[src/rtl/regsel_demux3.sv]
// rtl/regsel_demux3.sv - routes register-number tokens to one of three FIFO-buffered channels
//
// Purpose:
//   Distributes a stream of W-bit register-number tokens to three destination
//   channels by a 2-bit per-token select. Each channel owns a 2-entry FIFO, so
//   a stalled consumer blocks only its own channel. Select code 3 is illegal:
//   the token is accepted, dropped, and counted.
//
// Ports:
//   clk, rst                  rising-edge clock, asynchronous active-high reset
//   in_valid/in_ready         producer handshake
//   in_data [W-1:0]           token
//   in_sel  [1:0]             destination channel (3 = illegal)
//   outK_valid/outK_ready     consumer K handshake (K = 0, 1, 2)
//   outK_data [W-1:0]         channel K head token
//   err_pulse                 registered one-cycle pulse per illegal token
//   err_count [7:0]           saturating illegal-token count
module regsel_demux3 #(
  parameter int W = 5
) (
  input  logic         clk,
  input  logic         rst,
  input  logic         in_valid,
  output logic         in_ready,
  input  logic [W-1:0] in_data,
  input  logic [1:0]   in_sel,
  output logic         out0_valid,
  output logic [W-1:0] out0_data,
  input  logic         out0_ready,
  output logic         out1_valid,
  output logic [W-1:0] out1_data,
  input  logic         out1_ready,
  output logic         out2_valid,
  output logic [W-1:0] out2_data,
  input  logic         out2_ready,
  output logic         err_pulse,
  output logic [7:0]   err_count
);

  logic [W-1:0] mem_q [3][2];
  logic [W-1:0] mem_d [3][2];
  logic [2:0]   rd_ptr_q, rd_ptr_d;
  logic [2:0]   wr_ptr_q, wr_ptr_d;
  logic [1:0]   cnt_q [3];
  logic [1:0]   cnt_d [3];
  logic         err_pulse_q, err_pulse_d;
  logic [7:0]   err_count_q, err_count_d;

  logic [2:0]   push;
  logic [2:0]   pop;
  logic [2:0]   out_ready;
  logic [2:0]   out_valid;

  assign out_ready = {out2_ready, out1_ready, out0_ready};

  // in_ready looks only at registered occupancy and in_sel, never at any
  // outK_ready, so a full channel refuses a push even while it is draining.
  always_comb begin
    in_ready = 1'b1;
    case (in_sel)
      2'd0:    in_ready = (cnt_q[0] != 2'd2);
      2'd1:    in_ready = (cnt_q[1] != 2'd2);
      2'd2:    in_ready = (cnt_q[2] != 2'd2);
      default: in_ready = 1'b1;
    endcase
  end

  always_comb begin
    mem_d    = mem_q;
    rd_ptr_d = rd_ptr_q;
    wr_ptr_d = wr_ptr_q;
    cnt_d    = cnt_q;
    push     = '0;
    pop      = '0;
    out_valid = '0;
    for (int k = 0; k < 3; k++) begin
      out_valid[k] = (cnt_q[k] != 2'd0);
      push[k]      = in_valid & in_ready & (in_sel == k[1:0]);
      pop[k]       = out_valid[k] & out_ready[k];
      if (push[k]) begin
        mem_d[k][wr_ptr_q[k]] = in_data;
        wr_ptr_d[k]           = ~wr_ptr_q[k];
      end
      if (pop[k]) begin
        rd_ptr_d[k] = ~rd_ptr_q[k];
      end
      case ({push[k], pop[k]})
        2'b10:   cnt_d[k] = cnt_q[k] + 2'd1;
        2'b01:   cnt_d[k] = cnt_q[k] - 2'd1;
        default: cnt_d[k] = cnt_q[k];
      endcase
    end
  end

  // Illegal tokens are always accepted, so in_valid alone qualifies them.
  always_comb begin
    err_pulse_d = in_valid & (in_sel == 2'd3);
    err_count_d = err_count_q;
    if (err_pulse_d && (err_count_q != 8'hFF)) begin
      err_count_d = err_count_q + 8'd1;
    end
  end

  always_ff @(posedge clk or posedge rst) begin
    if (rst) begin
      rd_ptr_q    <= '0;
      wr_ptr_q    <= '0;
      cnt_q       <= '{default: 2'd0};
      err_pulse_q <= 1'b0;
      err_count_q <= 8'd0;
    end else begin
      rd_ptr_q    <= rd_ptr_d;
      wr_ptr_q    <= wr_ptr_d;
      cnt_q       <= cnt_d;
      err_pulse_q <= err_pulse_d;
      err_count_q <= err_count_d;
    end
  end

  // Storage needs no reset: an entry is only visible while its count is nonzero.
  always_ff @(posedge clk) begin
    mem_q <= mem_d;
  end

  assign out0_valid = out_valid[0];
  assign out1_valid = out_valid[1];
  assign out2_valid = out_valid[2];
  assign out0_data  = mem_q[0][rd_ptr_q[0]];
  assign out1_data  = mem_q[1][rd_ptr_q[1]];
  assign out2_data  = mem_q[2][rd_ptr_q[2]];
  assign err_pulse  = err_pulse_q;
  assign err_count  = err_count_q;

endmodule

[config.mk]
export PLATFORM = sky130hd
export DESIGN_NAME = regsel_demux3
export DESIGN_NICKNAME = d
export VERILOG_FILES = /design/src/rtl/regsel_demux3.sv
export SDC_FILE = /design/constraint.sdc
export NUM_CORES = 1
export LEC_CHECK = 0
export CORE_ASPECT_RATIO = 0.6
export CORE_MARGIN = 2
export CORE_UTILIZATION = 25
export DETAILED_ROUTE_END_ITERATION = 8
export GPL_ROUTABILITY_DRIVEN = 0
export PLACE_DENSITY = 0.54
export SYNTH_ARGS = -nofsm -noshare
export SYNTH_HDL_FRONTEND = slang
export SYNTH_SLANG_ARGS = --single-unit
export TNS_END_PERCENT = 100
[constraint.sdc]
create_clock -name clk -period 5 [get_ports clk]
set_input_delay 1 -clock clk [delete_from_list [all_inputs] [get_ports clk]]
set_output_delay 1 -clock clk [all_outputs]
set_load 0.05 [all_outputs]
# [Word level (Yosys, flattened, before mapping)]
# Index checks and enable logic that the tools add are counted.
# Widths: inputs -> output; s select.
[totals] ff_bits=51 inputBits=13 out_inout_bits=28 wordCells=99
[classes] n_addsub=7 magnitude_cmp=9 n_eq_ne=13 n_mux=22 bitwise_logic=20 n_reduce_logical=11
[op_table] operator="$mux 5" n=12
[op_table] operator="$bwmux 10" n=3
[op_table] operator="$demux 5 s1" n=3
[op_table] operator="$ge 2x2->1 const B" n=6
[op_table] operator="$not 1->2" n=6
[op_table] operator="$pmux 2 s2" n=3
[op_table] operator="$reduce_bool 2->1" n=6
[op_table] operator="$eq 2x2->1 const B" n=5
[op_table] operator="$add 8x1->8 const B" n=1
[op_table] operator="$and 1x1->1" n=8
[op_table] operator="$eq 2x1->1 const B" n=4
[op_table] operator="$ne 8x8->1 const B" n=1
[op_table] operator="$add 2x1->2 const B" n=3
[op_table] operator="$lt 2x1->1 const B" n=3
[op_table] operator="$ne 2x2->1 const B" n=3
[op_table] operator="$not 1->1" n=6
[op_table] operator="$sub 2x1->2 const B" n=3
[op_table] operator="$logic_and 1x1->1" n=4
[op_table] operator="$pmux 1 s3" n=1
[op_table] operator="$logic_not 2->1" n=1

# [Depth between registers and ports, before layout]
[logic_depth] word_depth=6 mapped_depth=10 mapped_depth_nobuf=10

# [Worst setup path before layout]
# OpenSTA, ideal clock, no wires.
[synth_timing] path_kind="input to output" start="input in_sel[1]" end="output in_ready" arrival_time_ps=2135 required_ps=4000 setup_slack_ps=1865 cell_stages=5 path_buffers=0 cell_sequence="inv_1 > ha_1 > a22o_1 > a211o_1 > nand2_1"
[synth_via] elab_chain_cells=2 elab_cells_between_ends=4 classes_between="eq/ne (2); mux (1); reduce/logical (1)"
[synth_rtl] item="start, declared" line_no="26" rtl="input logic [1:0] in_sel,"
[synth_rtl] item="$eq 2x2->1 (tied with other cells)" line_no="60" rtl="case (in_sel)"
[synth_rtl] item="$pmux 1 s3 (*)" line_no="60"
[synth_rtl] item="end, declared" line_no="24" rtl="output logic in_ready,"
# Mark *: on every way between the ends. The rest lies on a longest branch, timed or not.

# [Worst setup path in the final report]
# Ends and elaborated chain as after synthesis.

==> flow_summary.ini <==
[clock_network]
cts_max_path_buffers = 2
cts_root_buf = clkbuf_16
cts_max_level = 2
cts_tree = built
post_cts_resized = 0
cts_hold_buf = 0
post-cts-setup-buffer-count = 0
cts.sinks = 51
clk-insertion-delay-late_ns = 0.29
cts_made_buffers = 5
path_clk_slew_ns = 0.06

[synth]
seq_area_frac_synth_pct = 64.7
synth_warnings = 0
avgSynthCellArea_um2 = 14.6
synth.area.top_cells = edfxtp_1, dfrtp_1, mux2_2
synth_top_cell_by_area = edfxtp_1
synth.net_count = 172
synthCells = 151
yosys.area.top_type_share_pct = 40.8
ys_ff_latch = 51
ys_types = 25
netlist_area_um2 = 2210

[routing]
drc = 0
wl_mm = 4.06
viasPerCell = 3.95
ant_nets = 0
first_pass_iters = 4
num_vias = 1218
drt_iter0_drc = 71
wl_per_cell_um = 13.2

[timing]
period_minus_slack_ns = 4.25
rsz0062_at_grt = no
skew_ns = 0.00450
setup_viol = 0
hold_viol = 0
clock.fmax_ghz = 0.235
timing.setup.tns_ns = 0
period_share_pct = 85.1
maxSlewViolCount = 0
slew_headroom_pct = 46.6
worst_slew_pin_slew_ns = 0.800

[critical_path]
cp-end-kind = output port
start_kind = input port
r2r_start = cnt_q[1]
path_max_fanout = 4
worstRegToRegCells = 4
crit_chain = clkdlybuf4s50_1 > inv_1 > ha_1 > a22o_1 > a211o_1 > nand2_1 > clkdlybuf4s50_1
arrival_ns = 3.25
path_class = in2out
cp.required_ns = 4.00
critical_path_depth = 7
critPathBufInv = 3
cp_slowest_cell = clkdlybuf4s50_1
rrSetupSlack_ns = 2.99
slowest_delay_ns = 0.80
crit_family = buffers and inverters
reg2reg_to = mem_q[5]
crit_path_frequent_cell = clkdlybuf4s50_1

[floorplan]
die_area_um2 = 9620
chipWidth_um = 125
num_rows = 26
dieHeight_um = 76.8
start_util_pct = 25.9
pin_count = 41
core-area_um2 = 8520

[global_routing]
grt_pass1_wl_mm = 6.74
grt_max_degree = 22
grt_usage_pct = 9.33
globalRouteOverflowTotal = 0
grt_antenna_before_repair = 0
grt_pass1_vias = 1263

[placed_design]
dpl.hpwl_mm = 3.07
placedCellCount = 300
portBuffers = 40

[final_layout]
diodes = 0
fin_cells = 308
layout_common_cells = clkdlybuf4s50_1, edfxtp_1, dfrtp_1
fin_nets = 216
area_delta_synth_final_pct = 31.4
fill_cells = 861
final_common_cell = clkdlybuf4s50_1
drive_above_1_share_pct = 16.3

[power_and_ir_drop]
power_switching_uw = 620
p_leak_nw = 1.10
p_comb_share_pct = 39.0
clockPowerShare_pct = 22.7
seqPwrFrac_pct = 38.2
p_int_mw = 1.03
switching_share_pct = 37.6
p_per_area_nw_per_um2 = 569
peakVddDrop_uv = 224

[min_path]
hp-start = wr_ptr_q[0]
hold_path_end = wr_ptr_q[0]
worst_hold_path_type = reg2reg
min_path_cells = 1

[status]
status = finished clean

[run]
maxCapViolCount = 0
-- kinds of logic (layout without fill, tap and decap cells) --
group | Yosys count | after routing | share of synthesized area, %
AO/OA/AOI/OAI | 8 | 8 | 3.18
adder cells (fa/ha/maj) | 8 | 8 | 4.54
multiplexers | 18 | 18 | 9.19
flip-flops | 51 | 51 | 64.7
AND/OR/NAND/NOR | 35 | 35 | 8.62
XOR/XNOR | 20 | 20 | 7.94
buffers and inverters | 11 | 56 | 1.87
-- metrics by stage --
stage / power [mW] / cell area (µm²) / hold WS, ns / worst slack, ns / utilization (%)
global placement: 1.29 / 2740 / 0.470 / 0.767 / 32.1
detailed placement: 1.29 / 2740 / 0.475 / 0.742 / 32.1
global route: 1.74 / 2900 / 0.509 / 0.649 / 34.0
floorplan: 1.09 / 2210 / 0.455 / 1.86 / -
CTS: 1.67 / 2900 / 0.487 / 0.733 / 34.0
finish: 1.65 / 2900 / 0.485 / 0.747 / 34.0
-- per-layer routing --
layer / global-route usage (%) / vias to the layer above / wire (µm)
li1: - / 609 / -
met1: 13.9 / 575 / 2260
met2: 12.0 / 29 / 1550
met3: 3.84 / 5 / 221
met4: 3.00 / 0 / 40
met5: 0 / - / 0
-- power groups by stage --
stage                     clock [mW]  sequential (mW)  combinational [mW]
after global routing           0.404            0.652               0.685
after CTS                      0.387            0.633               0.653
after floorplan                    0            0.660               0.430
final                          0.375            0.631               0.644
after detailed placement           0            0.641               0.649
after global placement             0            0.641               0.647
-- layout make-up --
class | instances | area, µm² | area share, %
sequential | 51 | 1430 | 49.2
inverter | 8 | 30.0 | 1.04
multi-input combinational | 89 | 738 | 25.5
clock inverter | 3 | 38.8 | 1.34
timing repair buffer | 40 | 400 | 13.8
clock buffer | 5 | 125 | 4.32
tap | 112 | 140 | 4.83
-- synthesized netlist by cell type --
cell type / instances
nand4_1: 2
dfrtp_1: 21
and3_1: 1
a41oi_2: 1
clkbuf_1: 3
a211o_1: 1
nor2b_1: 3
nor4bb_1: 1
mux2_2: 18
nand2b_1: 2
ha_1: 8
a21oi_1: 2
a22o_1: 1
and4_1: 1
or2_2: 3
xnor2_1: 9
nand2_1: 9
a21oi_2: 3
inv_1: 8
nand3_1: 1
edfxtp_1: 30
nor2_1: 4
xor2_1: 11
and2_1: 7
nor3_1: 1
-- worst max path at each step --
stage                          from        to
after CTS                 in_sel[1]  in_ready
after global placement    in_sel[1]  in_ready
final                     in_sel[1]  in_ready
after floorplan           in_sel[1]  in_ready
after global routing      in_sel[1]  in_ready
after detailed placement  in_sel[1]  in_ready
-- flip-flops by register name, summed over array words and instances (netlist names) --
register,flops
err_pulse,1
cnt_q,6
mem_q,30
rd_ptr_q,3
wr_ptr_q,3
err_count,8
(Power assumes the default switching activity.)
